$ cat src/rtl/ftsd_name_scroller.sv
// Scrolling song-title marquee sequencer for a four-digit 14-segment display.
// Scans digits, asks the name decoder for each digit's character, registers segments and enables.
module ftsd_name_scroller #(
    parameter logic [19:0] SCAN_DIV   = 20'd50000,
    parameter logic [25:0] SCROLL_DIV = 26'd25000000
) (
    input  logic        clk,
    input  logic        rst,
    input  logic [2:0]  song,
    input  logic        pause,
    input  logic [14:0] display_in,
    output logic [2:0]  value,
    output logic [2:0]  song_sel,
    output logic [3:0]  ftsd_ctl,
    output logic [14:0] ftsd_seg
);

    logic [19:0] scan_cnt_q, scan_cnt_d;
    logic [1:0]  digit_q, digit_d;
    logic [25:0] scroll_cnt_q, scroll_cnt_d;
    logic [2:0]  offset_q, offset_d;
    logic [2:0]  song_sel_q, song_sel_d;
    logic [3:0]  ftsd_ctl_q, ftsd_ctl_d;
    logic [14:0] ftsd_seg_q, ftsd_seg_d;

    // 3-bit add wraps naturally across the 8-position string
    assign value    = offset_q + {1'b0, digit_q};
    assign song_sel = song_sel_q;
    assign ftsd_ctl = ftsd_ctl_q;
    assign ftsd_seg = ftsd_seg_q;

    always_comb begin
        scan_cnt_d   = scan_cnt_q + 20'd1;
        digit_d      = digit_q;
        scroll_cnt_d = scroll_cnt_q;
        offset_d     = offset_q;
        song_sel_d   = song_sel_q;

        if (scan_cnt_q == SCAN_DIV - 20'd1) begin
            scan_cnt_d = 20'd0;
            digit_d    = digit_q + 2'd1;
        end

        // A new song restarts the title from its first character, even while paused
        if (song != song_sel_q) begin
            song_sel_d   = song;
            offset_d     = 3'd0;
            scroll_cnt_d = 26'd0;
        end else if (!pause) begin
            if (scroll_cnt_q == SCROLL_DIV - 26'd1) begin
                scroll_cnt_d = 26'd0;
                offset_d     = offset_q + 3'd1;
            end else begin
                scroll_cnt_d = scroll_cnt_q + 26'd1;
            end
        end

        // Enable and pattern both reflect the current digit, so they stay paired
        ftsd_ctl_d = ~(4'b1000 >> digit_q);
        ftsd_seg_d = display_in;
    end

    always_ff @(posedge clk or posedge rst) begin
        if (rst) begin
            scan_cnt_q   <= 20'd0;
            digit_q      <= 2'd0;
            scroll_cnt_q <= 26'd0;
            offset_q     <= 3'd0;
            song_sel_q   <= 3'd0;
            ftsd_ctl_q   <= 4'b1111;
            ftsd_seg_q   <= 15'h7FFF;
        end else begin
            scan_cnt_q   <= scan_cnt_d;
            digit_q      <= digit_d;
            scroll_cnt_q <= scroll_cnt_d;
            offset_q     <= offset_d;
            song_sel_q   <= song_sel_d;
            ftsd_ctl_q   <= ftsd_ctl_d;
            ftsd_seg_q   <= ftsd_seg_d;
        end
    end

endmodule
$ cat config.mk
export PLATFORM = sky130hd
export DESIGN_NAME = ftsd_name_scroller
export DESIGN_NICKNAME = d
export VERILOG_FILES = /design/src/rtl/ftsd_name_scroller.sv
export SDC_FILE = /design/constraint.sdc
export NUM_CORES = 1
export LEC_CHECK = 0
export ABC_AREA = 1
export CAP_MARGIN = 5
export CORE_MARGIN = 10
export CORE_UTILIZATION = 52
export CTS_BUF_LIST = sky130_fd_sc_hd__clkbuf_2
export DETAILED_ROUTE_END_ITERATION = 7
export MAX_ROUTING_LAYER = met4
export PLACE_DENSITY = 0.75
export SYNTH_ARGS = -nofsm -noshare
export SYNTH_HDL_FRONTEND = slang
export SYNTH_SLANG_ARGS = --single-unit
export TNS_END_PERCENT = 20
$ cat constraint.sdc
create_clock -name clk -period 3.2 [get_ports clk]
set_input_delay 0.64 -clock clk [delete_from_list [all_inputs] [get_ports clk]]
set_output_delay 0.64 -clock clk [all_outputs]
set_load 0.05 [all_outputs]
==> out/metrics.yaml, run 1 <==
rsz0062_at_grt: "no"
critPathRequiredTime_ns: 2.56
netlist_area_um2: 3860
yosysTopAreaCell: "dfrtp_1"
yosysWarnings: 0
cts_buffer_depth: 2
clockRootBuffer: "clkbuf_2"
synth_enable_flop_cells: 0
die_area_um2: 11300
tightest_slew_ns: 0.696
placedCellCount: 621
initial_core_util_pct: 53.2
ios: 46
p_per_area_nw_per_um2: 409
synth.distinct_cells: 36
outcome: "complete, no violations"
rr_worst_depth: 5
stdcell_count: 637
cp-end-kind: "output pin"
initialDrtViolationCount: 111
fin_crit_sh_pct: 90.2
antenna_found_initial: 0
overflow: 0
synth_area_per_cell_um2: 7.99
leakage_nw: 2.16
portBuffers: 45
htreeDepth: 3
slowest_stage: "dlygate4sd2_1"
wirelength_um: 8050
fin_setup_tns_ns: 0
synth.area.top_cells: "dfrtp_1 (35%), dfstp_2 (13%), nand2_1 (12%)"
viasPerCell: 4.99
core_area_um2: 7250
nNetsFinal: 563
synthFlopType: "dfrtp_1"
synth_async_sr_flop_share_pct: 100
cts_tree: "built"
gp_congestion: 0.887
wl_per_cell_um: 12.6
pre_cts_ws_ns: 0.519
dp_hpwl_um: 5950
drcViolationCount: 0
yosysSeqAreaShare_pct: 47.9
grtUsageTotal_pct: 15.4
cpPeakStageDelay_ns: 0.55
hold_violations: 0
skew_ns: 0.0237
netlist.area_leader.share_pct: 35.0
crit_type: "reg -> out"
start_kind: "flip-flop"
syn_inst: 483
hold_depth: 1
rows: 31
grt_pass1_vias: 3236
clock.fmax_mhz: 346
ant_nets: 0
dr_total_vias: 3177
cts_hold_buf: 0
grt_max_degree: 43
die_w_um: 106
clock_latency_ns: 0.51
areaGrowthSynthToFinish_pct: 19.5
total_power_mw: 1.89
antennaDiodeCount: 0
cts_buffers: 9
setup_ws_ns: 0.312
finalCriticalPeriod_ns: 2.89
clock-sinks: 73
crit_arrival_ns: 2.25
path_cells: "ha_1 > fa_1 > xor2_1 > dlygate4sd2_1"
hold_class: "reg -> reg"
drv_slew: 0
die_h_um: 106
setup_viol: 0
path_max_fanout: 4
maxSlewHeadroom_pct: 53.5
grt_pass1_wl_um: 14100
synth_seq_cells: 73
path_clk_slew_ns: 0.22
drive_gt1_share_pct: 13.0
max-cap-violations: 0
first_pass_iters: 4
ir_worst_vdd_uv: 275
synth_nets: 513
-- cell type report --
| type | instances | area, um2 |
|---|---|---|
| well taps | 99 | 124 |
| clock buffers | 9 | 45.0 |
| inverters | 79 | 298 |
| flip-flops and latches | 73 | 1850 |
| clock inverters | 7 | 149 |
| multi-input cells | 322 | 1660 |
| repair buffers | 48 | 487 |
| fillers | 625 | 2640 |
-- logic make-up after synthesis --
group / share of synthesized area [%]
AO/OA/AOI/OAI: 2.95
XOR/XNOR: 3.14
adder cells (fa/ha/maj): 3.11
buffers and inverters: 9.01
flip-flops: 47.9
AND/OR/NAND/NOR: 33.8
-- layer usage --
metal	share of wire (%)	global-route usage [%]
met1	44	17.3
met2	50	25.8
met3	5.0	4.59
met4	1.3	5.13
met5	0	-
-- final timing paths --
check	startpoint	to	slack (ns)
min	scan_cnt_q[0]$_DFF_PP0_	scan_cnt_q[0]$_DFF_PP0_	0.48
max reg2reg	song_sel[1]$_DFFE_PP0N_	scroll_cnt_q[25]$_DFFE_PP0P_	1.25
min in group asynchronous	rst	song_sel[1]$_DFFE_PP0N_	0.50
max	offset_q[0]$_DFFE_PP0P_	value[2]	0.31
max in group asynchronous	rst	ftsd_ctl[3]$_DFF_PP1_	1.97
min reg2reg	scan_cnt_q[0]$_DFF_PP0_	scan_cnt_q[0]$_DFF_PP0_	0.48
-- Yosys cell counts, types with 3 or more instances --
| library cell | count |
|---|---|
| nor2_2 | 8 |
| nor2_4 | 4 |
| xor2_1 | 12 |
| o21ai_0 | 6 |
| inv_1 | 77 |
| nand2_1 | 119 |
| ha_1 | 8 |
| dfrtp_1 | 54 |
| a21oi_1 | 10 |
| buf_2 | 4 |
| nand4_1 | 21 |
| nor3_1 | 9 |
| clkbuf_1 | 3 |
| nor2_1 | 57 |
| nand3_1 | 40 |
| dfstp_2 | 19 |
| nand2_2 | 9 |
-- sequential cells by signal, indices dropped and copies added (netlist names) --
name	flops
scroll_cnt_q	26
scan_cnt_q	20
ftsd_seg	15
ftsd_ctl	4
offset_q	3
song_sel	3
digit_q	2
-- placed cells by master (no fill, tap or decap), drive strengths merged --
| cell type | n |
|---|---|
| nand2 | 129 |
| inv | 80 |
| nor2 | 69 |
| dfrtp | 54 |
| clkdlybuf4s50 | 43 |
| nand3 | 43 |
| nand4 | 22 |
| dfstp | 19 |
| xor2 | 12 |
| a21oi | 10 |
| nor3 | 10 |
| clkbuf | 9 |
| o21ai | 9 |
| ha | 8 |
| bufinv | 4 |
| or2 | 3 |
| buf | 3 |
| nand3b | 2 |
| clkinv | 2 |
| xnor2 | 1 |
| o31ai | 1 |
| and3 | 1 |
| o211ai | 1 |
| fa | 1 |
| dlymetal6s2s | 1 |
| dlygate4sd2 | 1 |
-- power breakdown --
group / total [mW] / switching [mW] / internal (mW)
logic: 0.156 / 0.101 / 0.0549
registers: 0.950 / 0.00554 / 0.945
clock network: 0.782 / 0.356 / 0.426
total: 1.89 / 0.462 / 1.43
-- what timing repair did --
action | 4_1_cts | 5_1_grt
endpoints found under the hold margin | 0 | 0
endpoints found under the setup margin | 1 | 1
setup buffers | 0 | 0
gates resized for setup | 1 | 1
-- worst max-delay path, delay by kind of cell (launching register included) --
family / cells / cell delay [ns]
fa+ha+maj: 2 / 0.58
flops: 1 / 0.48
buf+inv: 1 / 0.55
xor+xnor: 1 / 0.12
-- metrics by stage --
stage | util, % | cell area (um2) | hold WS, ns
after global routing | 63.6 | 4610 | 0.419
after CTS | 63.6 | 4610 | 0.435
final | 63.6 | 4610 | 0.483
after global placement | 60.9 | 4420 | 0.448
after detailed placement | 60.9 | 4420 | 0.455
after floorplan | - | 3860 | 0.432
Note: power is estimated with default switching activity, not from simulation.
==> inputs of run 2 (changes only) <==
--- a/config.mk
+++ b/config.mk
@@ -10,6 +10,7 @@
 export CORE_MARGIN = 10
 export CORE_UTILIZATION = 52
 export CTS_BUF_LIST = sky130_fd_sc_hd__clkbuf_2
+export CTS_CLUSTER_DIAMETER = 50
 export DETAILED_ROUTE_END_ITERATION = 7
 export MAX_ROUTING_LAYER = met4
 export PLACE_DENSITY = 0.75
==> results of run 2 <==
Same layout as run 1: the final DEF is identical, and so are final timing and power.
==> inputs of run 3 (changes only) <==
--- a/config.mk
+++ b/config.mk
@@ -7,7 +7,8 @@
 export LEC_CHECK = 0
 export ABC_AREA = 1
 export CAP_MARGIN = 5
-export CORE_MARGIN = 10
+export CORE_ASPECT_RATIO = 0.75
+export CORE_MARGIN = 2
 export CORE_UTILIZATION = 52
 export CTS_BUF_LIST = sky130_fd_sc_hd__clkbuf_2
 export CTS_CLUSTER_DIAMETER = 50
==> run 3 against run 2 <==
Clock skew up 0.010 ns. Sequential cell count stayed put. First-iteration DRC count is 84% higher. Clock power is 31% lower. Highest routed layer unchanged.
==> out/metrics.yaml, run 3 (synthesis gave the netlist of run 1 again) <==
p_per_area_nw_per_um2: 362  # -12%
pwr-share-comb_pct: 9.5  # +1.3 points
p_sw_share_pct: 27.7  # +3.2 points
final_cell_mix: "nand2_1 (119), inv_1 (76), nor2_1 (57)"
rsz0062_at_grt: "no"
outcome: "complete, no violations"
grt_pass1_wl_um: 13500  # -3.6%
wirelength_um: 7940  # -1.3%
cp_top_family: "adder cells"
areaGrowthSynthToFinish_pct: 17.7
cts_buffers: 9  # unchanged
internal_power_mw: 1.19  # -17%
clock_latency_ns: 0.53  # +0.02 ns
ios: 46  # unchanged
nNetsFinal: 562  # -0.18%
portBuffers: 45  # unchanged
post_dp_cell_area_um2: 4430  # +0.17%
post_cts_buffers: 0  # unchanged
cp_num_buf_inv: 1  # unchanged
path_cells: "ha_1 > fa_1 > xor2_1 > dlygate4sd2_1"
htreeDepth: 3  # unchanged
clock-sinks: 73  # unchanged
switchingPower_uw: 455  # -1.6%
tightest_slew_ns: 0.551  # -0.145 ns
clockRootBuffer: "clkbuf_2"
dp_hpwl_um: 5720  # -3.9%
core_area_um2: 7260  # +0.14%
fin_area_um2: 4540  # -1.5%
clock.fmax_mhz: 344  # -0.58%
cp-end-kind: "output pin"
setup_viol: 0  # unchanged
die_area_um2: 8140  # -28%
finalCriticalPeriod_ns: 2.90  # +0.0169 ns
grtUsageTotal_pct: 21.9  # +6.4 points
die_h_um: 78.6  # -26%
antennaDiodeCount: 0  # unchanged
path_clk_slew_ns: 0.23  # about the same
hold_violations: 0  # unchanged
initialDrtViolationCount: 204  # +84%
leakage_nw: 2.11  # -2.1%
top_register: "scroll_cnt_q"
initial_core_util_pct: 53.1  # -0.073 points
antenna_found_initial: 0  # unchanged
skew_ns: 0.0340  # +0.0103 ns
drv_slew: 0  # unchanged
whs_ns: 0.476  # -0.00696 ns
p_seq_share_pct: 57.8  # +7.5 points
crit_type: "reg -> out"
cts_buffer_depth: 2  # unchanged
setup_ws_ns: 0.295  # -0.0169 ns
grt_max_degree: 74  # +72%
largest_reg_flops: 26  # unchanged
drive_gt1_share_pct: 12.7  # -0.35 points
fin_setup_tns_ns: 0  # unchanged
gp_congestion: 0.893  # +0.68%
ant_nets: 0  # unchanged
final_common_cell: "nand2_1"
p_clk_share_pct: 32.7  # -8.7 points
first_pass_iters: 5  # +1
maxSlewHeadroom_pct: 63.2  # +9.7 points
die_w_um: 103  # -2.5%
grt_pass1_vias: 2976  # -8.0%
rows: 27  # -13%
critPathRequiredTime_ns: 2.56  # about the same
wl_per_cell_um: 12.4  # -1.5%
path_max_fanout: 4  # unchanged
cts_tree: "built"
overflow: 0  # unchanged
pre_cts_ws_ns: 0.579  # +0.0606 ns
cpPeakStageDelay_ns: 0.55  # about the same
hold_class: "in -> async"
ir_worst_vdd_uv: 175  # -36%
max-cap-violations: 0  # unchanged
viasPerCell: 4.97  # -0.35%
drcViolationCount: 0  # unchanged
slowest_stage: "dlygate4sd2_1"
fin_crit_sh_pct: 90.8  # +0.53 points
start_kind: "flip-flop"
dr_total_vias: 3171  # -0.19%
crit_arrival_ns: 2.26  # about the same
[run 3: worst min-delay path, delay by kind of cell]
| family | cells | cell delay [ns] |
|---|---|---|
| buffers and inverters | 3 | 0.81 |
[run 3: through the flow]
step,total power [mW],instances,utilization (%)
2_1_floorplan,1.06,483,-
3_3_place_gp,1.12,622,60.9
3_5_place_dp,1.12,622,60.9
4_1_cts,1.67,638,62.5
5_1_grt,1.72,638,62.5
6_report,1.64,638,62.5
[run 3: layout make-up]
type	instances	area [um2]
fill	603	2720
sequential	73	1850
multi-input combinational	322	1660
timing repair buffer	47	488
inverter	79	298
tap	101	126
clock inverter	7	73.8
clock buffer	9	45.0
[run 3: repair_timing]
item                       CTS  global route
gates resized for setup      2             0
setup endpoints to repair    2             0
hold buffers                 0             0
[run 3: final timing paths]
kind / start / endpoint / slack, ns / cells past startpoint
worst max-delay path: offset_q[0]$_DFFE_PP0P_ / value[2] / 0.30 / 4
worst min-delay path: rst / scroll_cnt_q[20]$_DFFE_PP0P_ / 0.48 / 3
worst max register to register: song_sel[2]$_DFFE_PP0N_ / scroll_cnt_q[11]$_DFFE_PP0P_ / 1.38 / 7
worst min register to register: scan_cnt_q[0]$_DFF_PP0_ / scan_cnt_q[0]$_DFF_PP0_ / 0.48 / 1
max in group asynchronous: rst / ftsd_seg[9]$_DFF_PP1_ / 2.39 / 3
min in group clk: scan_cnt_q[0]$_DFF_PP0_ / scan_cnt_q[0]$_DFF_PP0_ / 0.48 / 1
[run 3: power by group through the flow]
stage	clock, mW	sequential (mW)	combinational (mW)
after floorplan	0	1.01	0.0499
after global placement	0	0.965	0.157
final	0.537	0.950	0.156
after CTS	0.564	0.950	0.158
after detailed placement	0	0.965	0.158
after global routing	0.601	0.952	0.169
[run 3: routing by layer]
metal | track usage, % | share of wire (%) | up-vias | routed length [um]
met4 | 4.87 | 0.53 | 0 | 42
met5 | - | 0 | - | 0
met1 | 30.8 | 49 | 1462 | 3880
met2 | 32.0 | 43 | 96 | 3410
met3 | 5.43 | 7.7 | 6 | 608
li1 | - | - | 1607 | -
